<file path="src/rtl/write_ctrl_sync.sv">
// Write-side controller for an async FIFO: write pointer, Gray pointer out, rptr synchroniser,
// registered full / fill level / almost-full, and a sticky overflow flag.
module write_ctrl_sync #(
  parameter int ADDRSIZE    = 4,
  parameter int SYNC_STAGES = 2
) (
  input  logic                wclk,
  input  logic                rst_n,
  input  logic                signal_write,
  input  logic [ADDRSIZE:0]   graycode_rptr,
  input  logic [ADDRSIZE:0]   af_level,
  input  logic                ovf_clr,
  output logic                write_en,
  output logic [ADDRSIZE-1:0] write_address,
  output logic [ADDRSIZE:0]   graycode_wptr,
  output logic                full,
  output logic                almost_full,
  output logic [ADDRSIZE:0]   wlevel,
  output logic                overflow
);

  logic [SYNC_STAGES-1:0][ADDRSIZE:0] rsync_q, rsync_d;
  logic [ADDRSIZE:0] wcnt_q, wcnt_d;
  logic [ADDRSIZE:0] gwptr_q, gwptr_d;
  logic [ADDRSIZE:0] wlevel_q, wlevel_d;
  logic              full_q, full_d;
  logic              af_q, af_d;
  logic              ovf_q, ovf_d;

  logic [ADDRSIZE:0] rq, rbin;
  logic              accept;

  assign rq = rsync_q[SYNC_STAGES-1];

  always_comb begin
    rbin = '0;
    rbin[ADDRSIZE] = rq[ADDRSIZE];
    for (int i = ADDRSIZE - 1; i >= 0; i--) rbin[i] = rbin[i+1] ^ rq[i];
  end

  always_comb begin
    rsync_d  = {rsync_q[SYNC_STAGES-2:0], graycode_rptr};
    accept   = signal_write & ~full_q;
    wcnt_d   = wcnt_q + {{ADDRSIZE{1'b0}}, accept};
    gwptr_d  = wcnt_d ^ (wcnt_d >> 1);
    // Full when the next Gray pointer equals the synced read pointer with its top two bits inverted.
    full_d   = (gwptr_d == {~rq[ADDRSIZE:ADDRSIZE-1], rq[ADDRSIZE-2:0]});
    wlevel_d = wcnt_d - rbin;
    af_d     = (wlevel_d >= af_level);
    ovf_d    = (signal_write & full_q) | (ovf_q & ~ovf_clr);
  end

  always_ff @(posedge wclk or negedge rst_n) begin
    if (!rst_n) begin
      rsync_q  <= '0;
      wcnt_q   <= '0;
      gwptr_q  <= '0;
      wlevel_q <= '0;
      full_q   <= 1'b0;
      af_q     <= 1'b0;
      ovf_q    <= 1'b0;
    end else begin
      rsync_q  <= rsync_d;
      wcnt_q   <= wcnt_d;
      gwptr_q  <= gwptr_d;
      wlevel_q <= wlevel_d;
      full_q   <= full_d;
      af_q     <= af_d;
      ovf_q    <= ovf_d;
    end
  end

  assign write_en      = signal_write & ~full_q;
  assign write_address = wcnt_q[ADDRSIZE-1:0];
  assign graycode_wptr = gwptr_q;
  assign full          = full_q;
  assign almost_full   = af_q;
  assign wlevel        = wlevel_q;
  assign overflow      = ovf_q;

endmodule

</file>
<file path="config.mk">
export PLATFORM = sky130hd
export DESIGN_NAME = write_ctrl_sync
export DESIGN_NICKNAME = d
export VERILOG_FILES = /design/src/rtl/write_ctrl_sync.sv
export SDC_FILE = /design/constraint.sdc
export NUM_CORES = 1
export LEC_CHECK = 0
export CAP_MARGIN = 30
export CORE_MARGIN = 2
export CORE_UTILIZATION = 51
export CTS_CLUSTER_DIAMETER = 120
export DETAILED_ROUTE_END_ITERATION = 16
export GPL_TIMING_DRIVEN = 0
export PLACE_DENSITY = 0.82
export SYNTH_ARGS = -nofsm -noshare
export SYNTH_HDL_FRONTEND = slang
export SYNTH_SLANG_ARGS = --single-unit
</file>
<file path="constraint.sdc">
create_clock -name wclk -period 7.1 [get_ports wclk]
set_input_delay 1.065 -clock wclk [delete_from_list [all_inputs] [get_ports wclk]]
set_output_delay 1.065 -clock wclk [all_outputs]
set_load 0.01 [all_outputs]
</file>
# [After elaboration in Yosys (flattened, before gate mapping)]
# Cells that the tools add are included.
[word_totals] reg_bits=28 latchBits=0 mem_bits_rw=0 romBits=0 input_bits=14 memories=0
[op_classes] add_sub_neg=2 multipliers=0 div_mod_pow=0 magnitude_cmp=1 n_eq_ne=1 shift=0 n_mux=0 n_bitwise=12 reduce_logical=0
[op_table] op="$add 5x1->5" count=1
[op_table] op="$eq 5x5->1" count=1
[op_table] op="$ge 5x5->1" count=1
[op_table] op="$sub 5x5->5" count=1
[op_table] op="$xor 5x4->5" count=1
[op_table] op="$xor 1x1->1" count=4
[op_table] op="$and 1x1->1" count=3
[op_table] op="$not 1->1" count=2
[op_table] op="$not 2->2" count=1
[op_table] op="$or 1x1->1" count=1

# [Logic depth before layout (Yosys ltp)]
[depth] ltp_word=6 depth_mapped=12

# [Worst setup path after synthesis]
# Ideal clock, no wire load.
[synth_timing] path_kind="in2reg" from="input port signal_write" to="register af_q (netlist: almost_full)" setup_ns=0.118 arrival_ns=3.366 required_time_ns=6.982 setup_slack_ns=3.616 path_stages=11 path_buffers=0 cell_sequence="nor2b_1 -> ha_1 -> ha_1 -> inv_1 -> fa_1 -> inv_1 -> ha_1 -> a21o_1 -> a21o_1 -> a21o_1 -> a21o_1"
[synth_via] elab_chain_cells=4
[synth_rtl] element="start: declaration" line_no="9" rtl="input logic signal_write,"
[synth_rtl] element="$and 1x1->1" line_no="43" rtl="accept = signal_write & ~full_q;"
[synth_rtl] element="$add 5x1->5" line_no="44" rtl="wcnt_d = wcnt_q + {{ADDRSIZE{1'b0}}, accept};"
[synth_rtl] element="via wcnt_d[1]" line_no="23" rtl="logic [ADDRSIZE:0] wcnt_q, wcnt_d;"
[synth_rtl] element="$sub 5x5->5" line_no="48" rtl="wlevel_d = wcnt_d - rbin;"
[synth_rtl] element="via wlevel_d[1]" line_no="25" rtl="logic [ADDRSIZE:0] wlevel_q, wlevel_d;"
[synth_rtl] element="$ge 5x5->1" line_no="49" rtl="af_d = (wlevel_d >= af_level);"
[synth_rtl] element="via af_d" line_no="27" rtl="logic af_q, af_d;"
[synth_rtl] element="end signal: assignment" line_no="60" rtl="af_q <= 1'b0;"
[synth_rtl] element="end signal: assignment" line_no="68" rtl="af_q <= af_d;"
[synth_rtl] element="end: declaration" line_no="27"
# The timed path passes the listed nets, and every way through them passes these cells.

# [Final worst setup path]
# Same ends and word-level chain as after synthesis.

==> impl_metrics.ini <==
[outcome]
status = finished, final reports clean

[yosys]
synth_edf_count = 0
synth.top_cell.area_share = 0.553
synth.most_common_cell = dfrtp_1
synth_nets = 122
synth_top_family_by_area = XOR/XNOR gates
muxShareOfSynthArea = 0.00921
synth-adder-area-share = 0.129
synthXorXnorAreaFrac = 0.155
synth-seq-cells = 27
synth_commonest_cells = dfrtp_1, inv_1, ha_1, xnor2_1, xor2_1
synth-simple-area-share = 0.0522
post_synth_instance_area_mm2 = 0.00122
synth_seq_area_share = 0.553
synth_cell_types = 19
avgSynthCellArea_um2 = 12.7
async_flop_share = 1.00
synth-compound-area-share = 0.0655
ys_top_cells_by_area = dfrtp_1, ha_1, xnor2_1, xor2_1, a21o_1
yosysTopAreaCell = dfrtp_1
synth_flop_cell = dfrtp_1
yosys_warnings = 0
synth_cells = 96

[worst_setup_path]
crit_path_end_kind = flop
r2r_start = rq[4]$_DFF_PN0_
crit_path_start = signal_write
rr_endpoint = almost_full$_DFF_PN0_
critical_path.max_fanout = 5
critPathKind = input port to flop
startpoint_type = input port
ff2ff_path_depth = 12
cp.required_ps = 7330
crit_arrival_ps = 3990
r2r_setup_slack_ps = 4020

[routing]
highest_layer = met4
routed_via_density = 4.91
wl_met3_um = 82
wl_met1_um = 758
drt_first_iter_violations = 10
finalWirelength_um = 1870
dr_total_vias = 786
ant_nets = 0
wl_per_cell_um = 11.7
first_pass_iters = 4
wl_met2_um = 1010
route.detailed.drc = 0

[pwr]
switching_share = 0.378
powerDensity_mw_per_mm2 = 485
ir_drop_mv = 0.366
p_sw_mw = 0.295
pwr-share-seq = 0.310
p_clk_frac = 0.085
leakage_nw = 0.767
power.internal_mw = 0.486
p_comb_frac = 0.605

[clocking]
cts.sink_count = 27
clk_latency_ps = 330
clockRootBuffer = clkbuf_4
ctsHoldBuffers = 0
cts_setup_buffers = 0
clk_pin_slew_ps = 150
cts_resized = 0
clockBufferDepth = 2
htreeDepth = 1
cts_made_buffers = 3
cts_tree = yes

[sta]
setup-violations-final = 0
period_share = 0.530
rsz0062_at_grt = no
fin_skew_ps = 11.3
slew_viol_final = 0
hold_viol_final = 0
fmax_mhz = 266
slew_headroom = 0.621
tightest_slew_ps = 567
finalSetupTns_ps = 0
min_period_ps = 3760

[floorplan]
rows = 17
ios = 32
die_area_mm2 = 0.00280
dieWidth_um = 53.0
core_region_area_mm2 = 0.00223
die_y_um = 53.0
initial_core_util = 0.547

[global_routing]
overflow = 0
grt_pass1_vias = 803
grt_max_degree = 17
grtUsageTotal = 0.182
grt_pass1_wl_um = 3600
antenna_found_initial = 0

[place]
hpwl_um = 1540
io_buffers = 31
placed_cell_area_mm2 = 0.00158
gp_congestion = 0.741

[finish]
fin_nets = 159
fillers = 178
regArea_um2 = 676
multi_input_area_um2 = 502
design_area_mm2 = 0.00161
num_antenna_cells = 0
syn_to_final_growth_pct = 31.9
drive_above_1_share = 0.0606

[hold_path]
hold_class = flop to flop
min_path_cells = 0
hold_end = rq[0]$_DFF_PN0_
hp-start = rsync_d[5]$_DFF_PN0_

[run]
maxCapViolCount = 0
-- cell families (layout without fill, tap and decap cells) --
logic type      count (synthesis)  after routing
simple gates                   12             12
xor+xnor                       20             20
compound gates                 12             12
mux                             1              1
fa+ha+maj                      12             12
buf+inv                        12             48
flops                          27             27
-- state kept, by name, summed over array words and instances (netlist names) --
register / flops
almost_full: 1
overflow: 1
rq: 5
graycode_wptr: 5
full: 1
wcnt_q: 4
wlevel: 5
rsync_d: 5
-- per-stage QoR --
stage	hold WS (ps)	power, mW	instances	setup WS (ps)	utilization
after detailed placement	340	0.725	156	3000	0.709
after CTS	359	0.796	160	3340	0.722
after floorplan	331	0.557	96	3620	-
after global placement	331	0.706	155	3040	0.702
after global routing	378	0.870	160	3040	0.722
final	363	0.782	160	3340	0.722
-- placed cells by master (no fill, tap or decap) --
cell type / count
clkdlybuf4s50_1: 31
dfrtp_1: 27
inv_1: 12
xnor2_1: 11
ha_1: 11
xor2_1: 8
a21o_1: 6
nand2_1: 4
a21oi_1: 3
clkbuf_4: 3
nor2b_1: 2
nand3_1: 2
nor2_1: 2
mux2_2: 1
a31oi_1: 1
a21oi_2: 1
xnor3_1: 1
nor4_2: 1
o21ai_0: 1
nand2b_1: 1
fa_1: 1
clkinvlp_4: 1
buf_8: 1
-- worst max path at each step --
stage	endpoint	slack, ps	depth (start not counted)
4_1_cts	almost_full$_DFF_PN0_	3340	11
3_3_place_gp	almost_full$_DFF_PN0_	3040	11
5_1_grt	almost_full$_DFF_PN0_	3040	11
2_1_floorplan	almost_full$_DFF_PN0_	3620	11
3_5_place_dp	almost_full$_DFF_PN0_	3000	11
6_report	almost_full$_DFF_PN0_	3340	11
-- worst max-delay path: stages --
cell and delay [ps]:
clkdlybuf4s50_1 470, nor2b_1 180, ha_1 250, ha_1 280
xor2_1 430, ha_1 350, xnor2_1 230, ha_1 260
a21o_1 150, a21o_1 170, a21o_1 160
-- layout make-up --
type / count / area share
inverters: 12 / 0.0279
clock buffers: 3 / 0.0140
well taps: 28 / 0.0217
flip-flops and latches: 27 / 0.419
clock inverters: 1 / 0.00465
repair buffers: 32 / 0.202
multi-input cells: 57 / 0.311
-- power by group through the flow --
stage                     combinational (mW)  clock (mW)  sequential [mW]
after floorplan                        0.290           0            0.268
after global placement                 0.464           0            0.243
after detailed placement               0.478           0            0.247
after CTS                              0.483      0.0692            0.243
after global routing                   0.544      0.0760            0.250
final                                  0.473      0.0662            0.242
-- per-layer routing --
metal | up-vias | global-route usage
met2 | 22 | 0.313
met3 | 5 | 0.0367
met5 | - | 0
met1 | 378 | 0.227
met4 | 0 | 0.0641
li1 | 381 | -
Power figures use the tool's default switching activity.
